===== config.mk =====
export PLATFORM = sky130hd
export DESIGN_NAME = fifo_uart_tx
export DESIGN_NICKNAME = d
export VERILOG_FILES = /design/src/rtl/fifo_uart_tx_pkg.sv /design/src/rtl/fifo_uart_tx.sv
export SDC_FILE = /design/constraint.sdc
export NUM_CORES = 1
export LEC_CHECK = 0
export CAP_MARGIN = 25
export CORE_MARGIN = 8
export CORE_UTILIZATION = 56
export CTS_CLUSTER_SIZE = 40
export DETAILED_ROUTE_END_ITERATION = 10
export PLACE_DENSITY_LB_ADDON = 0.12
export SYNTH_ARGS = -nofsm -noshare
export SYNTH_HDL_FRONTEND = slang
export SYNTH_SLANG_ARGS = --single-unit

===== constraint.sdc =====
create_clock -name clk -period 4.13 [get_ports clk]
set_input_delay 0.413 -clock clk [delete_from_list [all_inputs] [get_ports clk]]
set_output_delay 0.413 -clock clk [all_outputs]
set_load 0.01 [all_outputs]

===== src/rtl/fifo_uart_tx_pkg.sv =====
// Definitions shared by the UART transmitter and the matching receiver.
// Holds the frame state encoding and the oversampling ratio.
package fifo_uart_tx_pkg;

   typedef enum logic [1:0] {
      IDLE,
      START,
      DATA,
      STOP
   } uart_state_t;

   localparam int OS_TICKS = 16;

endpackage


===== src/rtl/fifo_uart_tx.sv =====
// UART transmitter on the read side of a FIFO: pops a word whenever idle and
// non-empty, then shifts out start bit, DBIT data bits LSB first, stop period.
module fifo_uart_tx
   import fifo_uart_tx_pkg::*;
#(
   parameter int DBIT    = 8,
   parameter int SB_TICK = 16
) (
   input  logic            clk,
   input  logic            reset,
   input  logic            s_tick,
   input  logic            fifo_empty,
   input  logic [DBIT-1:0] fifo_rdata,
   output logic            fifo_rd,
   output logic            tx,
   output logic            tx_busy,
   output logic            tx_done_tick
);

   localparam int TICK_MAX = (SB_TICK > OS_TICKS) ? SB_TICK : OS_TICKS;
   localparam int TW       = $clog2(TICK_MAX);
   localparam int BW       = (DBIT > 1) ? $clog2(DBIT) : 1;

   localparam logic [TW-1:0] OS_LAST  = TW'(OS_TICKS - 1);
   localparam logic [TW-1:0] SB_LAST  = TW'(SB_TICK - 1);
   localparam logic [BW-1:0] BIT_LAST = BW'(DBIT - 1);

   uart_state_t     state, state_next;
   logic [TW-1:0]   tick_cnt, tick_cnt_next;
   logic [BW-1:0]   bit_cnt, bit_cnt_next;
   logic [DBIT-1:0] shift_reg, shift_next;
   logic            tx_next;

   // NOTE: sequential state uses non-blocking assignments so every register
   // samples the pre-edge values, independent of process ordering.
   always_ff @(posedge clk or posedge reset) begin
      if (reset) begin
         state     <= IDLE;
         tick_cnt  <= '0;
         bit_cnt   <= '0;
         shift_reg <= '0;
         tx        <= 1'b1;
      end else begin
         state     <= state_next;
         tick_cnt  <= tick_cnt_next;
         bit_cnt   <= bit_cnt_next;
         shift_reg <= shift_next;
         tx        <= tx_next;
      end
   end

   // NOTE: every output of this block gets a default first, so no path can
   // leave a signal unassigned and infer a latch.
   always_comb begin
      state_next    = state;
      tick_cnt_next = tick_cnt;
      bit_cnt_next  = bit_cnt;
      shift_next    = shift_reg;
      fifo_rd       = 1'b0;
      tx_done_tick  = 1'b0;

      unique case (state)
         IDLE: begin
            if (!fifo_empty) begin
               fifo_rd       = 1'b1;
               shift_next    = fifo_rdata;
               tick_cnt_next = '0;
               state_next    = START;
            end
         end
         START: begin
            if (s_tick) begin
               if (tick_cnt == OS_LAST) begin
                  tick_cnt_next = '0;
                  bit_cnt_next  = '0;
                  state_next    = DATA;
               end else begin
                  tick_cnt_next = tick_cnt + 1'b1;
               end
            end
         end
         DATA: begin
            if (s_tick) begin
               if (tick_cnt == OS_LAST) begin
                  tick_cnt_next = '0;
                  shift_next    = shift_reg >> 1;
                  if (bit_cnt == BIT_LAST) state_next = STOP;
                  else                     bit_cnt_next = bit_cnt + 1'b1;
               end else begin
                  tick_cnt_next = tick_cnt + 1'b1;
               end
            end
         end
         STOP: begin
            if (s_tick) begin
               if (tick_cnt == SB_LAST) begin
                  tx_done_tick = 1'b1;
                  state_next   = IDLE;
               end else begin
                  tick_cnt_next = tick_cnt + 1'b1;
               end
            end
         end
         default: state_next = IDLE;
      endcase

      // tx is registered from the next state, so the line moves on the same edge as the FSM.
      unique case (state_next)
         START:   tx_next = 1'b0;
         DATA:    tx_next = shift_next[0];
         default: tx_next = 1'b1;
      endcase
   end

   assign tx_busy = (state != IDLE);

   a_rd_empty: assert property (@(posedge clk) disable iff (reset) !(fifo_rd && fifo_empty))
      else $error("fifo_rd asserted while fifo_empty");
   a_rd_idle: assert property (@(posedge clk) disable iff (reset) !(fifo_rd && state != IDLE))
      else $error("fifo_rd asserted outside IDLE");
   a_done_stop: assert property (@(posedge clk) disable iff (reset) !(tx_done_tick && state != STOP))
      else $error("tx_done_tick outside STOP");
   a_idle_high: assert property (@(posedge clk) disable iff (reset) !(state == IDLE && !tx))
      else $error("tx low in IDLE");

endmodule


# Word level (Yosys, flattened, before mapping)
# Index checks and enable logic that the tools add are counted.
# W data, S select, Z words.
[word_totals] reg_bits=18 latch_bits=0 mem_bits_rw=0 rom_bits=0 input_bits=12 out_inout_bits=4 elab_cells=63 n_memories=0
[op_classes] addsub=2 n_mul=0 div=0 order_cmp=0 n_eq_ne=16 shift=0 mux=31 bitwise_logic=0 reduce_logical=8
[op_table] operator="$mux W8" count=3
[op_table] operator="$mux W4" count=5
[op_table] operator="$mux W2" count=8
[op_table] operator="$ne A2 B2 Y1 const B" count=8
[op_table] operator="$pmux W8 S2" count=1
[op_table] operator="$mux W3" count=5
[op_table] operator="$pmux W4 S3" count=1
[op_table] operator="$pmux W2 S4" count=1
[op_table] operator="$reduce_and A4 Y1" count=2
[op_table] operator="$eq A2 B2 Y1 const B" count=3
[op_table] operator="$pmux W3 S2" count=1
[op_table] operator="$reduce_and A6 Y1" count=1
[op_table] operator="$reduce_bool A2 Y1" count=3
[op_table] operator="$mux W1" count=5
[op_table] operator="$add A4 B1 Y4 const B" count=1
[op_table] operator="$eq A2 B1 Y1 const B" count=2
[op_table] operator="$eq A4 B4 Y1 const B" count=1
[op_table] operator="$add A3 B1 Y3 const B" count=1
[op_table] operator="$eq A3 B3 Y1 const B" count=1
[op_table] operator="$logic_not A2 Y1" count=1
[op_table] operator="$ne A2 B1 Y1 const B" count=1
[op_table] operator="$pmux W1 S2" count=1
[op_table] operator="$reduce_or A2 Y1" count=1

# Logic depth before layout (Yosys ltp)
[logic_depth] ltp_word=7 mapped_depth=8 ltp_nobuf=7

# Worst setup path before layout
# OpenSTA, ideal clock, no wires.
[synth_path] path_type="reg-to-reg" from="register state[0]" to="register tx" setup_time_ns=0.093 arrival_ns=1.714 t_required_ns=4.037 setup_slack_ns=2.323 path_stages_with_launch=8 path_buffers=0 synth_period_minus_slack_ns=1.807 path_cell_list="dfrtp_1 > inv_1 > ha_1 > or4_1 > a221oi_2 > a311oi_1 > nor3_2 > a21oi_1"
[synth_via] elab_chain_len=6 word_cells_on_any_way=17 cone_classes="5 x eq/ne; 11 x mux; 1 x reduce/logical"
[synth_rtl] element="from (decl)" line="fifo_uart_tx.sv:28" rtl="uart_state_t state, state_next;"
[synth_rtl] element="from (signal assigned)" line="fifo_uart_tx.sv:44" rtl="state <= state_next;"
[synth_rtl] element="$mux W2" line="fifo_uart_tx.sv:87" rtl="if (bit_cnt == BIT_LAST) state_next = STOP;"
[synth_rtl] element="$mux W2" line="fifo_uart_tx.sv:84" rtl="if (tick_cnt == OS_LAST) begin"
[synth_rtl] element="$mux W2" line="fifo_uart_tx.sv:83" rtl="if (s_tick) begin"
[synth_rtl] element="$pmux W2 S4 *" line="fifo_uart_tx.sv:62" rtl="unique case (state)"
[synth_rtl] element="net state_next[0]" line="fifo_uart_tx.sv:28"
[synth_rtl] element="$eq A2 B2 Y1 or $eq A2 B1 Y1 (tied branches)" line="fifo_uart_tx.sv:108" rtl="unique case (state_next)"
[synth_rtl] element="$pmux W1 S2 *" line="fifo_uart_tx.sv:108"
[synth_rtl] element="net tx_next" line="fifo_uart_tx.sv:32" rtl="logic tx_next;"
[synth_rtl] element="to (signal assigned)" line="fifo_uart_tx.sv:48" rtl="tx <= tx_next;"
[synth_rtl] element="to (decl)" line="fifo_uart_tx.sv:15" rtl="output logic tx,"
# Mark *: on every way through the listed nets, which the timed path passes. The rest lies on a longest branch.
# A chain may end at the register's enable or synchronous reset.

# Worst setup path in the final report
[layout_path] from="register state[0]" to="output fifo_rd"
[layout_via] elab_chain_len=2
[layout_rtl] element="$logic_not A2 Y1" line="fifo_uart_tx.sv:62"
[layout_rtl] element="$mux W1" line="fifo_uart_tx.sv:62"
[layout_rtl] element="to (decl)" line="fifo_uart_tx.sv:14" rtl="output logic fifo_rd,"
# Every way passes these cells.

==> impl_metrics.prom <==
# TYPE chip_impl_metric gauge
chip_impl_info{name="outcome",value="complete, no violations"} 1
chip_impl_metric{name="grt_first_pass_wirelength",unit="mm"} 3.61
chip_impl_metric{name="layout_min_cycle_time",unit="ns"} 2.88
chip_impl_metric{name="number_of_antenna_violations_at_the_first_check_in_global_routing",unit=""} 0
chip_impl_metric{name="grt_usage",unit=""} 0.133
chip_impl_metric{name="chipHeight",unit="um"} 58.5
chip_impl_metric{name="dp.cells",unit=""} 142
chip_impl_info{name="critical_path.reg2reg.startpoint",value="state[0]$_DFF_PP0_"} 1
chip_impl_info{name="critical_path_end_type",value="output port"} 1
chip_impl_metric{name="drc_errors",unit=""} 0
chip_impl_metric{name="power.density_cell_area",unit="nW/um2"} 509
chip_impl_metric{name="utilization",unit=""} 0.705
chip_impl_metric{name="post_synth_num_cell_types",unit=""} 31
chip_impl_metric{name="fin_worst_hold_slack",unit="ns"} 0.521
chip_impl_metric{name="placeableCoreArea",unit="um2"} 1710
chip_impl_metric{name="post_synth_inst_count",unit=""} 106
chip_impl_metric{name="overflow",unit=""} 0
chip_impl_metric{name="filler_cell_count",unit=""} 131
chip_impl_info{name="yosys-top-cells-count",value="sky130_fd_sc_hd__dfrtp_1, sky130_fd_sc_hd__nor2_1, sky130_fd_sc_hd__a21oi_1"} 1
chip_impl_info{name="tritoncts",value="built"} 1
chip_impl_metric{name="wire_per_inst",unit="um"} 14.4
chip_impl_metric{name="seq_area",unit="um2"} 452
chip_impl_metric{name="gp_routability_congestion",unit=""} 0.824
chip_impl_metric{name="number_of_cells_upsized_or_downsized_after_cts",unit=""} 0
chip_impl_metric{name="clkSlewWorstSetupHoldPaths",unit="ns"} 0.10
chip_impl_metric{name="reg2reg_setup_slack",unit="ns"} 1.85
chip_impl_metric{name="buffer_ports.inserted",unit=""} 15
chip_impl_metric{name="required",unit="ns"} 3.72
chip_impl_metric{name="dp_worst_setup_slack",unit="ns"} 1.62
chip_impl_metric{name="maximum_number_of_pins_on_one_net_before_global_route_repair",unit=""} 19
chip_impl_metric{name="slew_headroom",unit=""} 0.338
chip_impl_info{name="worst_hold_path_type",value="primary input to async pin"} 1
chip_impl_metric{name="cts_max_level",unit=""} 1
chip_impl_info{name="cell_type_with_the_largest_total_area_after_synthesis",value="sky130_fd_sc_hd__dfrtp_1"} 1
chip_impl_metric{name="critical_path.max_fanout",unit=""} 13
chip_impl_metric{name="timing_worst_slew_pin_value",unit="ns"} 0.993
chip_impl_metric{name="number_of_synthesized_flops_with_an_enable_pin",unit=""} 0
chip_impl_info{name="startpoint_type",value="flip-flop"} 1
chip_impl_metric{name="hold_viol",unit=""} 0
chip_impl_info{name="yosys.cell_count.top_type",value="sky130_fd_sc_hd__dfrtp_1"} 1
chip_impl_metric{name="fin_crit_sh",unit=""} 0.696
chip_impl_metric{name="slew_viol_final",unit=""} 0
chip_impl_metric{name="vias",unit=""} 829
chip_impl_metric{name="n_antenna_cell",unit=""} 0
chip_impl_metric{name="post_drt_via_cell_ratio",unit=""} 5.68
chip_impl_metric{name="post_synthesis_cell_area",unit="um2"} 1010
chip_impl_metric{name="layoutNonFillerInstCount",unit=""} 146
chip_impl_metric{name="synth_seq_area_share",unit=""} 0.446
chip_impl_metric{name="number_of_nets_in_the_final_layout",unit=""} 141
chip_impl_metric{name="syn2layout_area_growth",unit="%"} 18.8
chip_impl_metric{name="power.ir.vdd_worst",unit="mV"} 0.299
chip_impl_metric{name="post-cts-setup-buffer-count",unit=""} 0
chip_impl_metric{name="syn_avg_cell_area",unit="um2"} 9.56
chip_impl_metric{name="detail_route.wirelength",unit="mm"} 2.10
chip_impl_metric{name="post_route_cells_drive_above_1_share",unit=""} 0.0661
chip_impl_metric{name="drt_pass1_iterations",unit=""} 4
chip_impl_metric{name="worst_ep_arrival_time",unit="ns"} 2.46
chip_impl_metric{name="multiInputGateArea",unit="um2"} 518
chip_impl_metric{name="total_leakage_power",unit="nW"} 0.521
chip_impl_metric{name="skew",unit="ns"} 0.000874
chip_impl_info{name="critPathLaunch",value="state[0]$_DFF_PP0_"} 1
chip_impl_metric{name="clock_insertion_delay_worst_skew",unit="ns"} 0.29
chip_impl_metric{name="start_util",unit=""} 0.593
chip_impl_metric{name="cts_buffers",unit=""} 3
chip_impl_metric{name="ys.warnings.count",unit=""} 0
chip_impl_metric{name="synth_nets",unit=""} 125
chip_impl_metric{name="holdBufCountCts",unit=""} 0
chip_impl_metric{name="synth_largest_type_area_fraction",unit=""} 0.420
chip_impl_metric{name="die_width",unit="um"} 58.5
chip_impl_metric{name="via_count_of_the_first_global_routing_pass",unit=""} 834
chip_impl_metric{name="ys_ff_latch",unit=""} 18
chip_impl_metric{name="postSynth.asyncResetShare",unit=""} 1.00
chip_impl_metric{name="clock.fmax",unit="MHz"} 348
chip_impl_metric{name="number_of_flip_flops_in_the_largest_register",unit=""} 8
chip_impl_info{name="criticalPathCategory",value="flip-flop to output port"} 1
chip_impl_metric{name="die_area",unit="um2"} 3430
chip_impl_metric{name="layout_setup_ws",unit="ns"} 1.25
chip_impl_metric{name="hpwl",unit="mm"} 1.51
chip_impl_metric{name="ant_nets",unit=""} 0
chip_impl_metric{name="clkSinkCount",unit=""} 18
chip_impl_info{name="synth_ff_type",value="sky130_fd_sc_hd__dfrtp_1"} 1
chip_impl_metric{name="cap_viol_max_count",unit=""} 0
chip_impl_metric{name="num_rows",unit=""} 15
chip_impl_info{name="cts_root_buf",value="sky130_fd_sc_hd__clkbuf_4"} 1
chip_impl_info{name="rsz0062_at_grt",value="no"} 1
chip_impl_metric{name="clockBufferDepth",unit=""} 2
chip_impl_metric{name="setup_viol",unit=""} 0
chip_impl_metric{name="boundary_pins",unit=""} 16
chip_impl_metric{name="setup_tns",unit="ns"} 0
chip_impl_metric{name="initialDrtViolationCount",unit=""} 12
chip_impl_info{name="synth_area_leaders",value="sky130_fd_sc_hd__dfrtp_1, sky130_fd_sc_hd__ha_1, sky130_fd_sc_hd__a21oi_1, sky130_fd_sc_hd__a22oi_1, sky130_fd_sc_hd__nor2_1"} 1
## final timing paths
check                      cells past startpoint                  endpoint
max in group asynchronous                      2  shift_reg[4]$_DFFE_PP0P_
hold reg to reg                                2  shift_reg[7]$_DFFE_PP0P_
hold / removal                                 2   tick_cnt[0]$_DFFE_PP0P_
setup reg to reg                               6  shift_reg[7]$_DFFE_PP0P_
min in group clk                               2  shift_reg[7]$_DFFE_PP0P_
setup / recovery                               5                   fifo_rd
## power breakdown
part	total, mW	internal, mW	switching [mW]
clock network	0.0919	0.0376	0.0542
logic	0.247	0.104	0.144
registers	0.273	0.238	0.0356
total	0.613	0.379	0.234
## metal layers
layer  GRT usage  up-vias  share of wire
li1            -      420              -
met1       0.168      390           0.49
met2       0.206       14           0.46
met3      0.0304        5          0.032
met4      0.0629        0          0.017
met5           0        -              0
## metrics by stage
stage / total power [mW] / instance area [um2]
finish: 0.613 / 1200
global route: 0.660 / 1200
CTS: 0.614 / 1200
detailed placement: 0.523 / 1180
global placement: 0.510 / 1180
floorplan: 0.446 / 1010
## worst max-delay path, stage by stage (launching register included)
cell and delay, ns:
sky130_fd_sc_hd__dfrtp_1 0.43, sky130_fd_sc_hd__inv_1 0.13, sky130_fd_sc_hd__ha_1 0.42, sky130_fd_sc_hd__inv_1 0.11
sky130_fd_sc_hd__nor2_1 0.43, sky130_fd_sc_hd__clkdlybuf4s50_1 0.64
## logic make-up after synthesis
logic type,after synthesis,share of synthesized area
AO/OA/AOI/OAI,35,0.240
XOR/XNOR,1,0.00864
adder cells (fa/ha/maj),7,0.0864
buffers and inverters,11,0.0432
flip-flops,18,0.446
multiplexers,2,0.0222
AND/OR/NAND/NOR,32,0.154
## cell type report
type	instances	area share
inverter	7	0.0218
multi-input combinational	77	0.430
timing repair buffer	15	0.125
tap	25	0.0260
clock buffer	4	0.0218
sequential	18	0.375
## layout by cell type, fill, tap and decap left out, types with 2 or more instances in the layout
master	n
sky130_fd_sc_hd__a32oi_1	2
sky130_fd_sc_hd__inv_1	7
sky130_fd_sc_hd__clkbuf_4	3
sky130_fd_sc_hd__a22o_1	5
sky130_fd_sc_hd__nor3_1	3
sky130_fd_sc_hd__clkdlybuf4s50_1	15
sky130_fd_sc_hd__a21oi_1	9
sky130_fd_sc_hd__a22oi_1	6
sky130_fd_sc_hd__and2_1	2
sky130_fd_sc_hd__nand3_1	3
sky130_fd_sc_hd__dfrtp_1	17
sky130_fd_sc_hd__o21ai_1	4
sky130_fd_sc_hd__nand2_1	7
sky130_fd_sc_hd__o21ai_0	4
sky130_fd_sc_hd__ha_1	7
sky130_fd_sc_hd__nor2_1	12
(Power assumes the default switching activity.)
